===== config.mk =====
export PLATFORM = sky130hd
export DESIGN_NAME = param_sync_ram
export DESIGN_NICKNAME = d
export VERILOG_FILES = /design/src/rtl/param_sync_ram.sv
export SDC_FILE = /design/constraint.sdc
export NUM_CORES = 2
export LEC_CHECK = 0
export BUFFER_PORTS_ARGS = -buffer_cell sky130_fd_sc_hd__buf_2
export CELL_PAD_IN_SITES_DETAIL_PLACEMENT = 1
export CELL_PAD_IN_SITES_GLOBAL_PLACEMENT = 2
export CORE_ASPECT_RATIO = 0.8
export CORE_UTILIZATION = 53
export CTS_BUF_LIST = sky130_fd_sc_hd__clkbuf_8
export DETAILED_ROUTE_END_ITERATION = 12
export PLACE_DENSITY = 0.82
export SETUP_SLACK_MARGIN = 0.02
export SLEW_MARGIN = 20
export SYNTH_ARGS = -nofsm -noshare
export SYNTH_HDL_FRONTEND = slang
export SYNTH_SLANG_ARGS = --single-unit

===== constraint.sdc =====
create_clock -name clk -period 7.8 [get_ports clk]
set_input_delay 0 -clock clk [delete_from_list [all_inputs] [get_ports clk]]
set_output_delay 0 -clock clk [all_outputs]
set_load 0.01 [all_outputs]

===== src/rtl/param_sync_ram.sv =====
// param_sync_ram: single-port synchronous RAM with byte enables, a fixed
// read latency of 1 or 2 cycles and a post-reset zero-fill sequencer.
//
// Handshake: a request is accepted at a rising edge when ready && cs &&
// (we || re) and rst is low. cs=0 has no effect. A read is answered by
// exactly one rvalid pulse RD_LAT cycles after its accept edge, in request
// order, with rdata held between pulses. An accepted access to an address
// >= DEPTH produces an addr_err pulse in the same cycle its rvalid would
// appear, whether it was a read or a write.
module param_sync_ram #(
    parameter int DATA_W    = 16,
    parameter int ADDR_W    = 8,
    parameter int DEPTH     = 256,
    parameter int RD_LAT    = 1,
    parameter int INIT_ZERO = 1
) (
    input  logic                  clk,
    input  logic                  rst,
    input  logic                  cs,
    input  logic                  we,
    input  logic                  re,
    input  logic [ADDR_W-1:0]     addr,
    input  logic [DATA_W-1:0]     wdata,
    input  logic [DATA_W/8-1:0]   be,
    output logic [DATA_W-1:0]     rdata,
    output logic                  rvalid,
    output logic                  ready,
    output logic                  addr_err,
    output logic                  dbg_state
);

    localparam int BE_W = DATA_W / 8;

    typedef enum logic {
        ST_INIT = 1'b0,
        ST_IDLE = 1'b1
    } state_e;

    // Without zero-fill the array is usable straight out of reset.
    localparam state_e RST_STATE = (INIT_ZERO != 0) ? ST_INIT : ST_IDLE;
    localparam logic [ADDR_W-1:0] LAST_PTR = ADDR_W'(DEPTH - 1);

    state_e             state_q, state_d;
    logic [ADDR_W-1:0]  ptr_q, ptr_d;
    logic               init_wr;

    logic [DATA_W-1:0]  mem [DEPTH];

    logic               in_range;
    logic               accept;
    logic               rd_acc;
    logic               wr_acc;

    logic               p1_valid_q;
    logic               p1_err_q;
    logic [DATA_W-1:0]  p1_data_q;

    // Address decode: when DEPTH covers the full address space every
    // address is legal, so no comparator is built.
    generate
        if (DEPTH >= (2 ** ADDR_W)) begin : g_full_range
            assign in_range = 1'b1;
        end else begin : g_part_range
            assign in_range = (addr < ADDR_W'(DEPTH));
        end
    endgenerate

    assign ready     = (state_q == ST_IDLE);
    assign dbg_state = state_q;

    // An access is accepted only outside reset and only once zero-fill is done.
    assign accept = ready && cs && (we || re) && !rst;
    assign rd_acc = accept && re;
    assign wr_acc = accept && we && in_range;

    // State register for the zero-fill sequencer.
    always_ff @(posedge clk) begin
        if (rst) begin
            state_q <= RST_STATE;
            ptr_q   <= '0;
        end else begin
            state_q <= state_d;
            ptr_q   <= ptr_d;
        end
    end

    // Next-state logic: INIT walks ptr over every word once, then parks in IDLE.
    always_comb begin
        state_d = state_q;
        ptr_d   = ptr_q;
        init_wr = 1'b0;
        case (state_q)
            ST_INIT: begin
                init_wr = 1'b1;
                if (ptr_q == LAST_PTR) begin
                    state_d = ST_IDLE;
                    ptr_d   = '0;
                end else begin
                    ptr_d = ptr_q + 1'b1;
                end
            end
            default: begin
                state_d = ST_IDLE;
            end
        endcase
    end

    // Storage array: zero-fill during INIT, byte-masked writes afterwards.
    // Contents are deliberately not cleared by rst.
    always_ff @(posedge clk) begin
        if (init_wr && !rst) begin
            mem[ptr_q] <= '0;
        end else if (wr_acc) begin
            for (int i = 0; i < BE_W; i++) begin
                if (be[i]) begin
                    mem[addr][8*i +: 8] <= wdata[8*i +: 8];
                end
            end
        end
    end

    // First read stage: samples the old word (read-before-write on a
    // same-cycle we+re) and flags out-of-range accesses. Data only moves
    // on an accepted read so it holds between responses.
    always_ff @(posedge clk) begin
        if (rst) begin
            p1_valid_q <= 1'b0;
            p1_err_q   <= 1'b0;
            p1_data_q  <= '0;
        end else begin
            p1_valid_q <= rd_acc;
            p1_err_q   <= accept && !in_range;
            if (rd_acc) begin
                p1_data_q <= in_range ? mem[addr] : '0;
            end
        end
    end

    generate
        if (RD_LAT == 2) begin : g_lat2
            logic               p2_valid_q;
            logic               p2_err_q;
            logic [DATA_W-1:0]  p2_data_q;

            // Optional output register stage; data again only moves with a valid response.
            always_ff @(posedge clk) begin
                if (rst) begin
                    p2_valid_q <= 1'b0;
                    p2_err_q   <= 1'b0;
                    p2_data_q  <= '0;
                end else begin
                    p2_valid_q <= p1_valid_q;
                    p2_err_q   <= p1_err_q;
                    if (p1_valid_q) begin
                        p2_data_q <= p1_data_q;
                    end
                end
            end

            assign rdata    = p2_data_q;
            assign rvalid   = p2_valid_q;
            assign addr_err = p2_err_q;
        end else begin : g_lat1
            assign rdata    = p1_data_q;
            assign rvalid   = p1_valid_q;
            assign addr_err = p1_err_q;
        end
    endgenerate

endmodule

==> results.sh <==
export IMPL_setup_tns_final_ns=0
export IMPL_yosysTopAreaCellShare_pct=76.9
export IMPL_status="finished, final reports clean"
export IMPL_postCtsHoldBufs=30
export IMPL_crit_chain="nor2b_1 -> o2111a_2 -> a31oi_1 -> nor2_1 -> nand2_1 -> nor2_1"
export IMPL_drive_above_1_share_pct=22.3
export IMPL_path_common_cell="nor2_1"
export IMPL_core_area_sq_um=299000
export IMPL_synthTopCellsByArea="edfxtp_1, mux4_2, mux2i_1"
export IMPL_async_reset_ff_share_pct=0
export IMPL_period_needed_ns=4.93
export IMPL_syn_area_sq_um=160000
export IMPL_grt_ovfl_total=0
export IMPL_routabilityCongestion=0.890
export IMPL_syn_nets=7711
export IMPL_layout_commonest_cell="edfxtp_1"
export IMPL_setup_viol=0
export IMPL_critPathMaxFanout=33
export IMPL_drt_initial_drc_count=13800
export IMPL_worst_slew_pin_transition_ns=1.29
export IMPL_crit_buf_inv=0
export IMPL_drt_wl_total_mm=488
export IMPL_path_class="register to register"
export IMPL_place_inst=11400
export IMPL_rows=179
export IMPL_hpwlAfterDp_mm=289
export IMPL_setup_ws_ns=2.87
export IMPL_yosys_register_bits=4122
export IMPL_place_area_sq_um=164000
export IMPL_ir_drop_mv=0.182
export IMPL_crit_required_ns=8.50
export IMPL_die_y_um=493
export IMPL_startpoint="dbg_state"
export IMPL_utilization_pct=58.7
export IMPL_clock_sinks=4122
export IMPL_syn_area_per_cell_sq_um=20.8
export IMPL_via_count=85300
export IMPL_cts_setup_buffers=0
export IMPL_post_route_period_util_pct=63.1
export IMPL_stdcell_area_sq_um=175000
export IMPL_pre_cts_ws_ns=3.09
export IMPL_ctsRootBufferMaster="clkbuf_8"
export IMPL_grt_pass1_wl_mm=680
export IMPL_relSlewSlack_pct=14.1
export IMPL_vias_per_cell=6.82
export IMPL_cp_end_kind="register"
export IMPL_cpPeakStageDelay_ns=0.89
export IMPL_grt_max_degree=164
export IMPL_cts_tree="built"
export IMPL_cp_start_kind="register"
export IMPL_grt_use_total_pct=32.0
export IMPL_dieArea_sq_um=304000
export IMPL_wl_per_cell_um=39.0
export IMPL_drc=0
export IMPL_numCtsBuffers=619
export IMPL_insertion_delay_ns=1.08
export IMPL_skew_ns=0.0586
export IMPL_cts_clk_slew_worst_paths_ns=0.06
export IMPL_rr_startpoint="dbg_state"
export IMPL_ys_seq_area_share_pct=77.2
export IMPL_hp_start="wdata[12]"
export IMPL_ys_types=71
export IMPL_antenna_found_initial=32
export IMPL_mostFrequentLayoutCells="edfxtp_1, mux4_2, clkbuf_8, nor2_1, mux2i_1"
export IMPL_arrival_ns=5.62
export IMPL_slew_violations=0
export IMPL_htreeDepth=6
export IMPL_yosys_warnings=0
export IMPL_start_util_pct=53.5
export IMPL_min_path_type="input port to register"
export IMPL_ys_flop_type="edfxtp_1"
export IMPL_grt_setup_unrepaired="false"
export IMPL_first_pass_iters=5
export IMPL_max_freq_mhz=203
export IMPL_grt_pass1_vias=85600
export IMPL_synth_edf_count=4096
export IMPL_synth_cells=7679
export IMPL_critPathTopFamily="simple AND/OR/NAND/NOR gates"
export IMPL_numPortBuffers=49
export IMPL_timing_hold_violations_final=0
export IMPL_p_per_area_nw_per_um2=238
export IMPL_maxCapViolCount=0
export IMPL_die_width_um=616
export IMPL_final_antenna_net_count=0
export IMPL_synth_top_area_cell="edfxtp_1"
export IMPL_cts_buffer_depth=4
export IMPL_area_growth_pct=9.72
export IMPL_layout_cells_non_filler=12500
export IMPL_final_nets=8085
export IMPL_leakagePower_nw=64.4
export IMPL_ctsResizeCount=0
export IMPL_pin_count=51
export IMPL_cp_slowest_cell="o2111a_2"
worst paths after layout:
kind | slack (ns) | cells after the start | end
worst min-delay path | 0.10 | 3 | mem[103][12]
worst max register to register | 2.87 | 6 | mem[64][10]
worst min register to register | 0.59 | 2 | rdata[0]
worst max-delay path | 2.87 | 6 | mem[64][10]
registers in the layout, summed over array words and instances, names as in the netlist:
| signal | cells |
|---|---|
| dbg_state | 1 |
| mem | 4096 |
| ptr_q | 8 |
| rdata | 16 |
| rvalid | 1 |
stage by stage:
stage | total power [W] | hold WS (ns)
3_5_place_dp | 0.0258 | 0.352
3_3_place_gp | 0.0258 | 0.342
2_1_floorplan | 0.0253 | 0.304
6_report | 0.0418 | 0.102
5_1_grt | 0.0427 | 0.0802
4_1_cts | 0.0418 | 0.0318
cell type report:
| type | instances | area, sq um |
|---|---|---|
| Tap cell | 3982 | 4980 |
| Sequential cell | 4122 | 124000 |
| Inverter | 5 | 26.3 |
| Fill cell | 25200 | 123000 |
| Clock inverter | 435 | 2060 |
| Timing Repair Buffer | 232 | 2200 |
| Clock buffer | 644 | 8860 |
| Antenna cell | 20 | 50.0 |
| Multi-Input combinational cell | 3073 | 33800 |
synthesized netlist by cell type, drive strengths merged, types with 5 or more instances:
cell type and count:
edfxtp 4096, mux4 881, nor2 589, mux2i 367
buf 294, nand2 259, clkbuf 185, a22oi 171
a21oi 119, o22ai 116, nand3 79, o221ai 66
a211oi 49, o21ai 45, a31oi 29, a221oi 27
dfxtp 26, a22o 23, and2 23, nor3 23
nand4 18, a32oi 17, o31ai 14, or3 13
nor2b 12, nor4 12, a211o 11, mux2 10
nand3b 10, o21bai 9, and3 8, nand2b 8
o32ai 7, o211ai 6, o21a 6, a31o 5
kinds of logic after synthesis:
kind of cell	after synthesis	synth area share (%)
compound gates	747	3.31
xor+xnor	3	0.0164
fa+ha+maj	1	0.00782
buf+inv	484	1.85
flops	4122	77.2
mux	1258	14.8
other cells	1	0.00235
simple gates	1063	2.79
worst register-to-register path: cells and delay by family (launching register included):
kind               cells  cell delay (ns)
and+or+nand+nor        4             2.73
AOI/OAI and AO/OA      2             1.21
DFF                    1             0.61
power breakdown:
group	leakage [nW]	internal, W	switching (W)
Sequential	46.8	0.0240	0.00000882
Combinational	11.4	0.000404	0.000966
Clock	6.28	0.00793	0.00846
layer usage:
| layer | global-route usage (%) | part of all wire, % | up-vias |
|---|---|---|---|
| met2 | 45.3 | 43 | 6454 |
| met4 | 12.4 | 4.1 | 14 |
| met1 | 47.1 | 39 | 45100 |
| met5 | 0 | 0.020 | - |
| li1 | - | - | 32800 |
| met3 | 9.93 | 14 | 984 |
Power figures use the tool's default switching activity.
